**src/rtl/me_pkg.sv**
```systemverilog
// rtl/me_pkg.sv - shared types and geometry constants for the Me_engine load controller
package me_pkg;

  typedef enum logic [2:0] {
    LOAD_CUR,
    LOAD_REF,
    GO,
    WAIT,
    RESULT
  } state_t;

  localparam int PIX_W     = 8;
  localparam int PACK      = 8;
  localparam int CUR_DIM   = 16;
  localparam int REF_DIM   = 32;
  localparam int MV_W      = 8;
  localparam int WORD_W    = PIX_W * PACK;
  localparam int CUR_WORDS = CUR_DIM * CUR_DIM / PACK;
  localparam int REF_WORDS = REF_DIM * REF_DIM / PACK;

endpackage

```
**src/rtl/me_pix_packer.sv**
```systemverilog
// rtl/me_pix_packer.sv - packs accepted pixels LSB-first into words, one-cycle word_valid pulse
module me_pix_packer
  import me_pkg::*;
(
  input  logic              clk,
  input  logic              reset,
  input  logic              pix_accept,
  input  logic [PIX_W-1:0]  pix_data,
  output logic              word_start,
  output logic              word_last,
  output logic              word_valid,
  output logic [WORD_W-1:0] word_data
);

  localparam int IDX_W = $clog2(PACK);
  localparam logic [IDX_W-1:0] IDX_LAST = IDX_W'(PACK - 1);

  logic [IDX_W-1:0]        idx;
  logic [WORD_W-PIX_W-1:0] acc;

  assign word_start = (idx == '0);
  assign word_last  = pix_accept && (idx == IDX_LAST);

  // The final pixel bypasses acc so the full word is registered in the same cycle.
  always_ff @(posedge clk or posedge reset) begin
    if (reset) begin
      idx        <= '0;
      acc        <= '0;
      word_valid <= 1'b0;
      word_data  <= '0;
    end else begin
      word_valid <= 1'b0;
      if (pix_accept) begin
        if (idx == IDX_LAST) begin
          word_data  <= {pix_data, acc};
          word_valid <= 1'b1;
          idx        <= '0;
        end else begin
          acc[idx*PIX_W +: PIX_W] <= pix_data;
          idx                     <= idx + 1'b1;
        end
      end
    end
  end

endmodule

```
**src/rtl/me_load_ctrl.sv**
```systemverilog
// rtl/me_load_ctrl.sv - loads Me_engine cur/ref memories, starts search, returns mv (opt: ME_LOAD_PERF_EN)
module me_load_ctrl
  import me_pkg::*;
(
  input  logic              clk,
  input  logic              reset,
  input  logic [1:0]        range_in,
  input  logic              pix_valid,
  input  logic [PIX_W-1:0]  pix_data,
  output logic              pix_ready,
  output logic [4:0]        address_write_cur,
  output logic [WORD_W-1:0] data_write_cur,
  output logic              write_enable_cur,
  output logic [6:0]        address_write_ref,
  output logic [WORD_W-1:0] data_write_ref,
  output logic              write_enable_ref,
  output logic [1:0]        r,
  output logic              go,
  input  logic              done,
  input  logic [MV_W-1:0]   m_i,
  input  logic [MV_W-1:0]   m_j,
  output logic              mv_valid,
  input  logic              mv_ready,
  output logic [MV_W-1:0]   mv_i,
  output logic [MV_W-1:0]   mv_j,
  output logic [15:0]       blk_cnt
`ifdef ME_LOAD_PERF_EN
  ,
  output logic [15:0]       search_cycles
`endif
);

  localparam logic [6:0] CUR_LAST = 7'(CUR_WORDS - 1);
  localparam logic [6:0] REF_LAST = 7'(REF_WORDS - 1);

  state_t              state, state_nxt;
  logic                load_nxt;
  logic                pix_accept;
  logic                word_start, word_last, word_valid;
  logic [WORD_W-1:0]   word_data;
  logic [6:0]          wcnt;
  logic [6:0]          wr_addr;
  logic                wr_is_ref;

  assign pix_accept = pix_valid && pix_ready;

  me_pix_packer u_packer (
    .clk        (clk),
    .reset      (reset),
    .pix_accept (pix_accept),
    .pix_data   (pix_data),
    .word_start (word_start),
    .word_last  (word_last),
    .word_valid (word_valid),
    .word_data  (word_data)
  );

  always_ff @(posedge clk or posedge reset) begin
    if (reset) state <= LOAD_CUR;
    else       state <= state_nxt;
  end

  // Phase changes on the last pixel, not on its write, so LOAD_REF accepts with no bubble.
  always_comb begin
    state_nxt = state;
    case (state)
      LOAD_CUR: if (word_last && wcnt == CUR_LAST) state_nxt = LOAD_REF;
      LOAD_REF: if (word_last && wcnt == REF_LAST) state_nxt = GO;
      GO:       state_nxt = WAIT;
      WAIT:     if (done) state_nxt = RESULT;
      RESULT:   if (mv_ready) state_nxt = LOAD_CUR;
      default:  state_nxt = LOAD_CUR;
    endcase
  end

  always_comb begin
    load_nxt = (state_nxt == LOAD_CUR) || (state_nxt == LOAD_REF);
    mv_valid = (state == RESULT);
  end

  // pix_ready is registered so it reads 0 while reset is held.
  always_ff @(posedge clk or posedge reset) begin
    if (reset) begin
      pix_ready <= 1'b0;
      wcnt      <= '0;
      wr_addr   <= '0;
      wr_is_ref <= 1'b0;
      r         <= '0;
      go        <= 1'b0;
      mv_i      <= '0;
      mv_j      <= '0;
      blk_cnt   <= '0;
    end else begin
      pix_ready <= load_nxt;
      go        <= (state == GO);
      if (word_last) begin
        wr_addr   <= wcnt;
        wr_is_ref <= (state == LOAD_REF);
        if ((state == LOAD_CUR && wcnt == CUR_LAST) || (state == LOAD_REF && wcnt == REF_LAST))
          wcnt <= '0;
        else
          wcnt <= wcnt + 7'd1;
      end
      if (state == LOAD_CUR && pix_accept && word_start && wcnt == '0)
        r <= range_in;
      if (state == WAIT && done) begin
        mv_i <= m_i;
        mv_j <= m_j;
      end
      if (state == RESULT && mv_ready)
        blk_cnt <= blk_cnt + 16'd1;
    end
  end

  assign address_write_cur = wr_addr[4:0];
  assign address_write_ref = wr_addr;
  assign data_write_cur    = word_data;
  assign data_write_ref    = word_data;
  assign write_enable_cur  = word_valid && !wr_is_ref;
  assign write_enable_ref  = word_valid && wr_is_ref;

`ifdef ME_LOAD_PERF_EN
  logic [15:0] perf_cnt;

  // Cleared while go is being launched, so the go cycle itself counts as distance 0.
  always_ff @(posedge clk or posedge reset) begin
    if (reset) begin
      perf_cnt      <= '0;
      search_cycles <= '0;
    end else begin
      if (state == GO)
        perf_cnt <= '0;
      else if (state == WAIT && perf_cnt != 16'hFFFF)
        perf_cnt <= perf_cnt + 16'd1;
      if (state == WAIT && done)
        search_cycles <= perf_cnt;
    end
  end
`endif

endmodule
```
**config.mk**
```make
export PLATFORM = sky130hd
export DESIGN_NAME = me_load_ctrl
export DESIGN_NICKNAME = d
export VERILOG_FILES = /design/src/rtl/me_pkg.sv /design/src/rtl/me_pix_packer.sv /design/src/rtl/me_load_ctrl.sv
export SDC_FILE = /design/constraint.sdc
export NUM_CORES = 1
export LEC_CHECK = 0
export CAP_MARGIN = 20
export CELL_PAD_IN_SITES_DETAIL_PLACEMENT = 0
export CELL_PAD_IN_SITES_GLOBAL_PLACEMENT = 2
export CORE_MARGIN = 5
export CORE_UTILIZATION = 40
export CTS_CLUSTER_DIAMETER = 80
export DETAILED_ROUTE_END_ITERATION = 7
export DONT_BUFFER_PORTS = 1
export PLACE_DENSITY_LB_ADDON = 0.1
export SETUP_SLACK_MARGIN = 0.02
export SYNTH_ARGS = -nofsm -noshare
export SYNTH_HDL_FRONTEND = slang
export SYNTH_SLANG_ARGS = --single-unit
export TNS_END_PERCENT = 50
```
**constraint.sdc**
```tcl
create_clock -name clk -period 7.9 [get_ports clk]
set_input_delay 1.58 -clock clk [delete_from_list [all_inputs] [get_ports clk]]
set_output_delay 1.58 -clock clk [all_outputs]
set_load 0.01 [all_outputs]
```
==> metrics.txt <==
worst skew pair latency 0.42 ns; RePlAce Congestion 0.764; via-per-instance ratio 4.88; CTS resizes 0; endpoints failing setup 0; chip height 151 um; initial antenna violation count 0; CP max stage delay 0.58 ns; maxcap violations 0; post-route ant nets 0; CP cell instances nor3b_1; Setup Total Neg Slack 0 ns; core footprint 19500 um^2; Ys Warns 0; fraction of layout cells with a size suffix above 1 0.166; Ant. Diodes 0; Max Freq 324 MHz; Area Overhead vs Synth 4.64%; Pleak 0.00432 uW; Mapped Nets 756; number of flops mapped to enable cells by yosys 0; Crit path max-delay family simple AND/OR/NAND/NOR gates; crit path kind flop to output pin; pwr dens 355 nW/um^2; leading area contributor after synthesis dfrtp_1; first-pass GRT wire length 27100 um; largest net degree at the start of global routing 101; TritonCTS Sinks 178; Synth Cell Area 7960 um^2; die area 22800 um^2; area of the multi-input gates 2830 um^2; worst slew pin tran 0.992 ns; Post-Synthesis Cells 716; Slowest-stage cell, CP nor3b_1; Initial Utilization 0.408; Crit. Startpoint state[0]; # DRC 0; status completed; #FFs+latches synth 178; H-tree levels 4; Post-CTS Setup Bufs 0; placed instance area 7700 um^2; row cnt 51; Longest Clk Path Bufs 2; fin crit share 0.390; critical path depth 1; clock-pin slew on the worst setup and hold paths 0.07 ns; GR Util All Layers 0.154; Sequential Area 4450 um^2; DP HPWL 11400 um; CP endpoint kind output pin; Worst Path Arrival 1.50 ns; Die W 151 um; Buf/Inv on CP 0; post-synth cell types 50; sequential-to-total area share from yosys stat 0.559; worst hold path type flop to flop; Detailed Route Iter0 Violations 199; fillers 1932; syn_area_per_cell 11.1 um^2; max_slew headroom 0.337; Pre-Repair DR Iteration Count 4; nets 688; RSZ-0062 raised after global routing false; top cells by area, synth dfrtp_1, nand2_1, buf_4; Hold Startpoint u_packer.acc[6]; ys async rst share 1.00; via count 4523; design area 8330 um^2; Max FO, Critical Path 11; Startpoint Class flop; Buffers on Ports 0; hold_buf cts 0; TritonCTS clock tree built; clk root buf clkbuf_16; routed len/inst 18.2 um; register-to-register setup slack 4.87 ns; Slew Viols, Final 0; TritonCTS Buffers 17; WL final 16800 um; min Tclk post-route 3.08 ns; top_reg_cell synth dfrtp_1; R2R cell count 7; top-count cell post-synth nand2_1; clk_skew 0.00810 ns; grt total ovfl 0; VDD IR max 0.170 mV; WP data required 6.32 ns; vias in the first global route 4743; leading cell types by count after synthesis nand2_1, dfrtp_1, buf_4; Top-Level Pins 210; reg-to-reg endpoint u_packer.word_data[56]; Core Util, Final 0.427; hold violation count in the final report 0; CP Capture Point mv_valid; R2R Path Start u_packer.idx[0]; top cell type's share of synthesized area 0.559
-- sequential cells by signal (all words and copies together), names as in the netlist --
| name | flops |
|---|---|
| mv_j | 8 |
| state | 3 |
| u_packer.word_data | 64 |
| wr_is_ref | 1 |
| pix_ready | 1 |
| go | 1 |
| wcnt | 7 |
| r | 2 |
| u_packer.acc | 56 |
| blk_cnt | 16 |
| address_write_ref | 7 |
| u_packer.word_valid | 1 |
| u_packer.idx | 3 |
| mv_i | 8 |
-- area by class of cell --
class                      instances  share of cell area
tap                              265              0.0398
sequential                       178               0.535
timing repair buffer               4             0.00751
multi-input combinational        430               0.340
inverter                          17             0.00856
clock buffer                      20              0.0548
clock inverter                    12              0.0147
-- how the worst min path moves through the flow --
stage	to	slack (ns)	cells past startpoint
6_report	u_packer.word_data[6]	0.47	2
5_1_grt	u_packer.word_data[6]	0.48	2
4_1_cts	u_packer.word_data[6]	0.47	2
3_5_place_dp	u_packer.word_data[47]	0.46	2
3_3_place_gp	u_packer.word_data[6]	0.44	2
2_1_floorplan	u_packer.word_data[0]	0.43	2
-- routing by layer --
metal	GRT usage	wire length, um
met4	0.0494	172
met3	0.0440	1020
met2	0.238	7880
met1	0.210	7760
met5	0	0
-- cell families after synthesis --
logic type	synth area share
XOR/XNOR	0.0198
adder cells (fa/ha/maj)	0.0141
multiplexers	0.114
flip-flops	0.559
AO/OA/AOI/OAI	0.0218
AND/OR/NAND/NOR	0.185
buffers and inverters	0.0858
-- placed cells by master, fill, tap and decap left out, types with 3 or more instances in the layout --
| cell | n |
|---|---|
| and4_1 | 3 |
| dfrtp_1 | 178 |
| clkinvlp_4 | 4 |
| nand4_1 | 3 |
| ha_1 | 9 |
| mux2_2 | 22 |
| nand2_1 | 210 |
| mux2_1 | 17 |
| and4b_1 | 3 |
| inv_1 | 15 |
| nor2_1 | 9 |
| inv_8 | 3 |
| nor3_1 | 3 |
| clkbuf_16 | 17 |
| xnor2_1 | 10 |
| nand3_1 | 17 |
| and2_1 | 17 |
| nor3b_1 | 3 |
| mux2_4 | 31 |
| inv_6 | 3 |
| o21ai_1 | 10 |
| nand2_4 | 6 |
| xor2_1 | 8 |
| o21ai_0 | 15 |
| and3_1 | 4 |
| nor3_2 | 4 |
-- per-stage QoR --
step | total power [uW] | cells | setup WS (ns) | hold slack (ns)
final | 2960 | 926 | 4.82 | 0.468
after global routing | 3160 | 926 | 4.52 | 0.482
after CTS | 3010 | 924 | 4.19 | 0.472
after detailed placement | 2170 | 892 | 3.90 | 0.456
after global placement | 2150 | 892 | 3.96 | 0.441
after floorplan | 2160 | 716 | 1.49 | 0.433
-- power by group --
part | leakage, uW | switching, uW | internal [uW]
combinational | 0.00168 | 332 | 278
sequential | 0.00237 | 361 | 1160
clock | 0.000273 | 365 | 458
-- tightest hold or removal path, delay by kind of cell (launching register included) --
kind          cells  cell delay [ns]
simple gates      2             0.10
flops             1             0.34
Power figures use the tool's default switching activity.
